$ cat src/rtl/rf_write_arbiter.sv
// -----------------------------------------------------------------------------
// rf_write_arbiter
//
// Owns the single write port (we3/a3/wd3) of the 32x32 MIPS register file.
// After reset it sweeps registers 1..31 to zero (when INIT_CLEAR = 1). It then
// shares the port between the core writeback path and a debug/loader requester:
//   - The core writeback path has priority.
//   - The debug requester uses a valid/ready handshake.
// A starvation counter bounds how long a pending debug request can be blocked.
// Once that bound is hit, the core is stalled for one cycle (GRANT) so that the
// debug write can land.
//
// Parameters
//   STARVE_LIMIT  consecutive blocked cycles before the core is stalled (1..15)
//   INIT_CLEAR    1 = zero sweep after reset, 0 = go straight to RUN
//
// Optional feature (macro RF_WRARB_STATS_EN)
//   When defined, adds two saturating 16-bit statistics outputs:
//   dbg_grant_cnt_o and starve_evt_cnt_o.
//
// Ports
//   clk, rst_n_i                       clock, asynchronous active-low reset
//   core_we_i, core_a3_i, core_wd3_i   core writeback request
//   dbg_valid_i, dbg_a3_i, dbg_wd3_i   debug write request
//   dbg_ready_o                        debug write accepted this cycle
//   stall_o                            registered core stall
//   init_busy_o                        zero sweep in progress
//   rf_we3_o, rf_a3_o, rf_wd3_o        register file write port
//   dbg_grant_cnt_o                    completed debug handshakes (stats only)
//   starve_evt_cnt_o                   entries into GRANT (stats only)
// -----------------------------------------------------------------------------
module rf_write_arbiter #(
  parameter int STARVE_LIMIT = 4,
  parameter int INIT_CLEAR   = 1
) (
  input  logic        clk,
  input  logic        rst_n_i,
  input  logic        core_we_i,
  input  logic [4:0]  core_a3_i,
  input  logic [31:0] core_wd3_i,
  input  logic        dbg_valid_i,
  output logic        dbg_ready_o,
  input  logic [4:0]  dbg_a3_i,
  input  logic [31:0] dbg_wd3_i,
  output logic        stall_o,
  output logic        init_busy_o,
  output logic        rf_we3_o,
  output logic [4:0]  rf_a3_o,
  output logic [31:0] rf_wd3_o
`ifdef RF_WRARB_STATS_EN
  ,
  output logic [15:0] dbg_grant_cnt_o,
  output logic [15:0] starve_evt_cnt_o
`endif
);

  typedef enum logic [1:0] {
    ST_INIT  = 2'd0,
    ST_RUN   = 2'd1,
    ST_GRANT = 2'd2
  } state_t;

  localparam state_t     RESET_STATE = (INIT_CLEAR != 0) ? ST_INIT : ST_RUN;
  localparam logic       RESET_BUSY  = (INIT_CLEAR != 0);
  // The transition to GRANT is taken on the edge that would bring the
  // counter up to STARVE_LIMIT. Comparing against LIMIT-1 therefore makes
  // stall_o rise right after the STARVE_LIMIT-th blocked cycle.
  localparam logic [3:0] STARVE_LAST = 4'(STARVE_LIMIT - 1);
  localparam logic [4:0] SWEEP_FIRST = 5'd1;
  localparam logic [4:0] SWEEP_LAST  = 5'd31;

  // ---------------------------------------------------------------------------
  // State
  // ---------------------------------------------------------------------------
  state_t      state_reg;
  logic [4:0]  sweep_cnt_reg;
  logic [3:0]  starve_cnt_reg;
  logic        stall_reg;
  logic        init_busy_reg;

  // ---------------------------------------------------------------------------
  // Request decode
  // ---------------------------------------------------------------------------
  logic core_sel;     // port carries the core write this cycle
  logic dbg_sel;      // port carries the debug write (handshake completes)
  logic dbg_blocked;  // debug pending but the core owns the port (RUN only)
  logic starve_hit;   // this blocked cycle exhausts the starvation budget
  logic sweep_last;   // final register of the zero sweep

  always_comb begin
    core_sel = 1'b0;
    dbg_sel  = 1'b0;
    case (state_reg)
      // In GRANT the core is already stalled. If it still drives a write, that
      // is a protocol violation, and the core keeps priority so that its
      // write is not lost.
      ST_RUN, ST_GRANT: begin
        core_sel = core_we_i;
        dbg_sel  = dbg_valid_i && !core_we_i;
      end
      default: begin
        core_sel = 1'b0;
        dbg_sel  = 1'b0;
      end
    endcase
    // Keep the port and the handshake quiet while reset is held. With
    // INIT_CLEAR = 0 the reset state is RUN, which would otherwise pass
    // requests straight through.
    if (!rst_n_i) begin
      core_sel = 1'b0;
      dbg_sel  = 1'b0;
    end
  end

  assign dbg_blocked = (state_reg == ST_RUN) && dbg_valid_i && core_we_i;
  assign starve_hit  = dbg_blocked && (starve_cnt_reg == STARVE_LAST);
  assign sweep_last  = (sweep_cnt_reg == SWEEP_LAST);

  // ---------------------------------------------------------------------------
  // Register-file port mux (combinational, zero added latency)
  // ---------------------------------------------------------------------------
  always_comb begin
    rf_we3_o = 1'b0;
    rf_a3_o  = dbg_a3_i;
    rf_wd3_o = dbg_wd3_i;
    if (state_reg == ST_INIT) begin
      rf_we3_o = rst_n_i;
      rf_a3_o  = sweep_cnt_reg;
      rf_wd3_o = 32'd0;
    end else if (core_sel) begin
      rf_we3_o = 1'b1;
      rf_a3_o  = core_a3_i;
      rf_wd3_o = core_wd3_i;
    end else begin
      // Debug write when dbg_sel is set. Otherwise this is idle, and a3/wd3
      // stay on the debug inputs so that the RF port does not toggle.
      rf_we3_o = dbg_sel;
    end
  end

  assign dbg_ready_o = dbg_sel;
  assign stall_o     = stall_reg;
  assign init_busy_o = init_busy_reg;

  // ---------------------------------------------------------------------------
  // Control FSM
  // ---------------------------------------------------------------------------
  always_ff @(posedge clk or negedge rst_n_i) begin
    if (!rst_n_i) begin
      state_reg      <= RESET_STATE;
      sweep_cnt_reg  <= SWEEP_FIRST;
      starve_cnt_reg <= 4'd0;
      stall_reg      <= RESET_BUSY;
      init_busy_reg  <= RESET_BUSY;
    end else begin
      case (state_reg)
        ST_INIT: begin
          // The sweep counter stays at 31 once done; only a reset restarts it.
          if (sweep_last) begin
            state_reg     <= ST_RUN;
            stall_reg     <= 1'b0;
            init_busy_reg <= 1'b0;
          end else begin
            sweep_cnt_reg <= sweep_cnt_reg + 5'd1;
          end
        end

        ST_RUN: begin
          if (starve_hit) begin
            state_reg      <= ST_GRANT;
            stall_reg      <= 1'b1;
            starve_cnt_reg <= 4'd0;
          end else if (dbg_blocked) begin
            starve_cnt_reg <= starve_cnt_reg + 4'd1;
          end else begin
            // Clear on a debug grant, and also when no debug request is
            // pending. A dropped request leaves no history behind.
            starve_cnt_reg <= 4'd0;
          end
        end

        ST_GRANT: begin
          state_reg      <= ST_RUN;
          stall_reg      <= 1'b0;
          starve_cnt_reg <= 4'd0;
        end

        default: begin
          // Unreachable encoding: recover the same way a reset would.
          state_reg      <= RESET_STATE;
          sweep_cnt_reg  <= SWEEP_FIRST;
          starve_cnt_reg <= 4'd0;
          stall_reg      <= RESET_BUSY;
          init_busy_reg  <= RESET_BUSY;
        end
      endcase
    end
  end

`ifdef RF_WRARB_STATS_EN
  // ---------------------------------------------------------------------------
  // Saturating statistics counters
  // ---------------------------------------------------------------------------
  logic [15:0] dbg_grant_cnt_reg;
  logic [15:0] starve_evt_cnt_reg;

  always_ff @(posedge clk or negedge rst_n_i) begin
    if (!rst_n_i) begin
      dbg_grant_cnt_reg  <= 16'd0;
      starve_evt_cnt_reg <= 16'd0;
    end else begin
      if (dbg_sel && (dbg_grant_cnt_reg != 16'hFFFF))
        dbg_grant_cnt_reg <= dbg_grant_cnt_reg + 16'd1;
      if (starve_hit && (starve_evt_cnt_reg != 16'hFFFF))
        starve_evt_cnt_reg <= starve_evt_cnt_reg + 16'd1;
    end
  end

  assign dbg_grant_cnt_o  = dbg_grant_cnt_reg;
  assign starve_evt_cnt_o = starve_evt_cnt_reg;
`endif

endmodule

$ cat config.mk
export PLATFORM = sky130hd
export DESIGN_NAME = rf_write_arbiter
export DESIGN_NICKNAME = d
export VERILOG_FILES = /design/src/rtl/rf_write_arbiter.sv
export SDC_FILE = /design/constraint.sdc
export NUM_CORES = 1
export LEC_CHECK = 0
export BUFFER_PORTS_ARGS = -buffer_cell sky130_fd_sc_hd__buf_2
export CAP_MARGIN = 30
export CORE_MARGIN = 2
export CORE_UTILIZATION = 25
export DETAILED_ROUTE_END_ITERATION = 7
export GPL_TIMING_DRIVEN = 0
export HOLD_SLACK_MARGIN = 0.08
export PLACE_DENSITY = 0.59
export SLEW_MARGIN = 5
export SYNTH_ARGS = -nofsm -noshare
export SYNTH_HDL_FRONTEND = slang
export SYNTH_SLANG_ARGS = --single-unit
$ cat constraint.sdc
create_clock -name clk -period 2.1 [get_ports clk]
set_clock_uncertainty 0.15 [all_clocks]
set_input_delay 0.21 -clock clk [delete_from_list [all_inputs] [get_ports clk]]
set_output_delay 0.21 -clock clk [all_outputs]
set_load 0.02 [all_outputs]
==> flow_metrics.env <==
export IMPL_cts_sinks=13
export IMPL_outcome="complete, no violations"
export IMPL_clk_latency_ns=0.24
export IMPL_p_leak_uw=0.00131
export IMPL_wl_mm=5.18
export IMPL_ys_ff_latch=13
export IMPL_cts_buffers=3
export IMPL_hold_path_class="primary input to flip-flop"
export IMPL_sw_frac_of_total_pct=47.1
export IMPL_synth_top_cell_by_area="nand2_1"
export IMPL_dp_cells=390
export IMPL_setup_violations=0
export IMPL_ys_warn_count=0
export IMPL_required_ns=1.74
export IMPL_synth_area_um2=1350
export IMPL_layout_common_cells="87 x buf_2, 73 x nand2_1, 31 x a21oi_2, 29 x buf_4, 14 x buf_6"
export IMPL_cp_start_kind="flip-flop"
export IMPL_final_cell_area_um2=2540
export IMPL_fmax_ghz=0.483
export IMPL_synth_avg_cell_area_um2=6.70
export IMPL_cts_tree="yes"
export IMPL_overflow=0
export IMPL_r2r_slack_ns=0.05
export IMPL_ys_seq_area_share_pct=24.3
export IMPL_maxSlewHeadroom_pct=58.9
export IMPL_yosys_top_cells_area="nand2_1 20%, dfrtp_1 19%, a21oi_1 12%"
export IMPL_grt_first_pass_wirelength_mm=8.47
export IMPL_nets=420
export IMPL_cts_path_max_buffers=2
export IMPL_multi_input_area_um2=1120
export IMPL_drc=0
export IMPL_layout_commonest_cell="buf_2"
export IMPL_seqCellArea_um2=330
export IMPL_grt_use_total_pct=17.1
export IMPL_die_h_um=77.6
export IMPL_synth_nets=288
export IMPL_cp_max_fo=10
export IMPL_p_total_uw=2490
export IMPL_cap_viol_max_count=0
export IMPL_drive_gt1_share_pct=57.7
export IMPL_num_antenna_cells=0
export IMPL_criticalPathCategory="flip-flop to primary output"
export IMPL_core_um2=5170
export IMPL_largest_reg_flops=5
export IMPL_stdcell_count=403
export IMPL_fin_crit_ns=2.07
export IMPL_p_per_area_nw_per_um2=982
export IMPL_post_dp_cell_area_um2=2140
export IMPL_synthToLayoutAreaGrowth_pct=87.6
export IMPL_place_congestion=0.753
export IMPL_num_vias=1868
export IMPL_dpl_hpwl_mm=3.89
export IMPL_io_buffers=118
export IMPL_ios=119
export IMPL_core_rowCount=26
export IMPL_path_clk_slew_ns=0.06
export IMPL_die_x_um=77.6
export IMPL_slew_violations=0
export IMPL_p_comb_share_pct=73.8
export IMPL_critPathArrivalTime_ns=1.71
export IMPL_rsz0062_at_grt="true"
export IMPL_clkPwrFrac_pct=9.2
export IMPL_power_internal_uw=1320
export IMPL_synth_top_area_share_pct=20.3
export IMPL_synthDistinctLibCells=27
export IMPL_synthCells=202
export IMPL_p_switching_uw=1170
export IMPL_first_pass_iters=4
export IMPL_first_global_vias=1886
export IMPL_wire_per_inst_um=12.9
export IMPL_drt_iter0_markers=56
export IMPL_antenna_found_initial=0
export IMPL_tightest_slew_ns=0.614
export IMPL_vdd_drop_max_mv=0.420
export IMPL_worst_hold_slack_ns=0.307
export IMPL_start_util_pct=26.1
export IMPL_finalCritPeriodShare_pct=98.5
export IMPL_grt_max_degree=14
export IMPL_worstSetupEndpointType="primary output"
export IMPL_viasPerCell=4.64
export IMPL_finalHoldViolCount=0
export IMPL_fill_cells=512
export IMPL_setup_tns_ns=0
export IMPL_die_area_um2=6010
export IMPL_antenna_left=0
export IMPL_root_buffer="clkbuf_8"
export IMPL_cts_htree_levels=1
export IMPL_seq_power_share_pct=17.0
==> cell usage after synthesis, drive strengths merged <==
| master | n |
|---|---|
| nor2 | 8 |
| o21ai | 9 |
| clkbuf | 14 |
| nand4b | 1 |
| nor2b | 2 |
| dfrtp | 10 |
| and3 | 3 |
| a21oi | 33 |
| a21boi | 1 |
| and4b | 1 |
| o21a | 2 |
| or3b | 1 |
| a22o | 9 |
| a32o | 1 |
| a21o | 1 |
| mux2 | 4 |
| buf | 1 |
| nand3 | 5 |
| mux2i | 6 |
| ha | 8 |
| nand2 | 73 |
| dfstp | 3 |
| inv | 3 |
| a221o | 1 |
| and2b | 1 |
| o21bai | 1 |
==> power by group through the flow <==
stage | sequential (uW) | clock, uW | combinational, uW
after floorplan | 419 | 0 | 1030
after global placement | 424 | 0 | 1480
after detailed placement | 425 | 0 | 1500
after CTS | 421 | 237 | 1680
after global routing | 441 | 253 | 2000
final | 425 | 229 | 1840
==> cell families after synthesis <==
logic type	Yosys count	synth area share, %
AND/OR/NAND/NOR	95	29.5
adder cells (fa/ha/maj)	8	7.40
multiplexers	10	8.05
AO/OA/AOI/OAI	58	25.6
flip-flops	13	24.3
buffers and inverters	18	5.09
==> path summary, 6_finish.rpt <==
kind                                         startpoint                           end  depth (start not counted)
setup / recovery               state_reg[0]$_DFFE_PN0P_                  rf_wd3_o[28]                          7
hold / removal                              dbg_valid_i           stall_o$_DFFE_PN1P_                          4
setup reg to reg           sweep_cnt_reg[0]$_DFFE_PN1P_      state_reg[1]$_DFFE_PN0P_                          6
hold reg to reg                 init_busy_o$_DFFE_PN1P_       init_busy_o$_DFFE_PN1P_                          2
max in group asynchronous                       rst_n_i  sweep_cnt_reg[1]$_DFFE_PN0P_                          2
min in group asynchronous                       rst_n_i      state_reg[1]$_DFFE_PN0P_                          2
==> through the flow <==
step / util [%] / setup WS (ns)
after floorplan: - / 0.00470
after global placement: 41.4 / -0.369
after detailed placement: 41.4 / -0.408
after CTS: 46.3 / 0.00321
after global routing: 49.1 / -0.0728
final: 49.1 / 0.0313
==> critical path: stages, from the launching register on <==
cell	delay, ns
dfrtp_1	0.37
inv_2	0.07
ha_4	0.29
and3_4	0.24
buf_8	0.14
nand2_1	0.08
a21oi_2	0.12
buf_4	0.15
==> layer usage <==
layer / vias to the layer above / part of all wire, % / track usage (%)
met4: 0 / 0.44 / 3.39
li1: 950 / - / -
met2: 70 / 53 / 31.5
met3: 6 / 7.0 / 5.00
met1: 842 / 40 / 19.4
met5: - / 0 / 0
==> area by class of cell <==
class / count / share of cell area (%)
Sequential cell: 13 / 13.0
Timing Repair Buffer: 128 / 31.5
Buffer: 14 / 5.52
Tap cell: 70 / 3.45
Multi-Input combinational cell: 171 / 44.3
Clock buffer: 4 / 1.78
Inverter: 3 / 0.444
==> what timing repair did <==
action / 4_1_cts / 5_1_grt
pin swaps: 1 / 1
cloned: 1 / 0
buffers inserted: 4 / 4
hold buffers: 1 / 0
resized for setup: 56 / 44
hold endpoints to repair: 13 / 0
setup endpoints to repair: 43 / 40
Power figures use the tool's default switching activity.
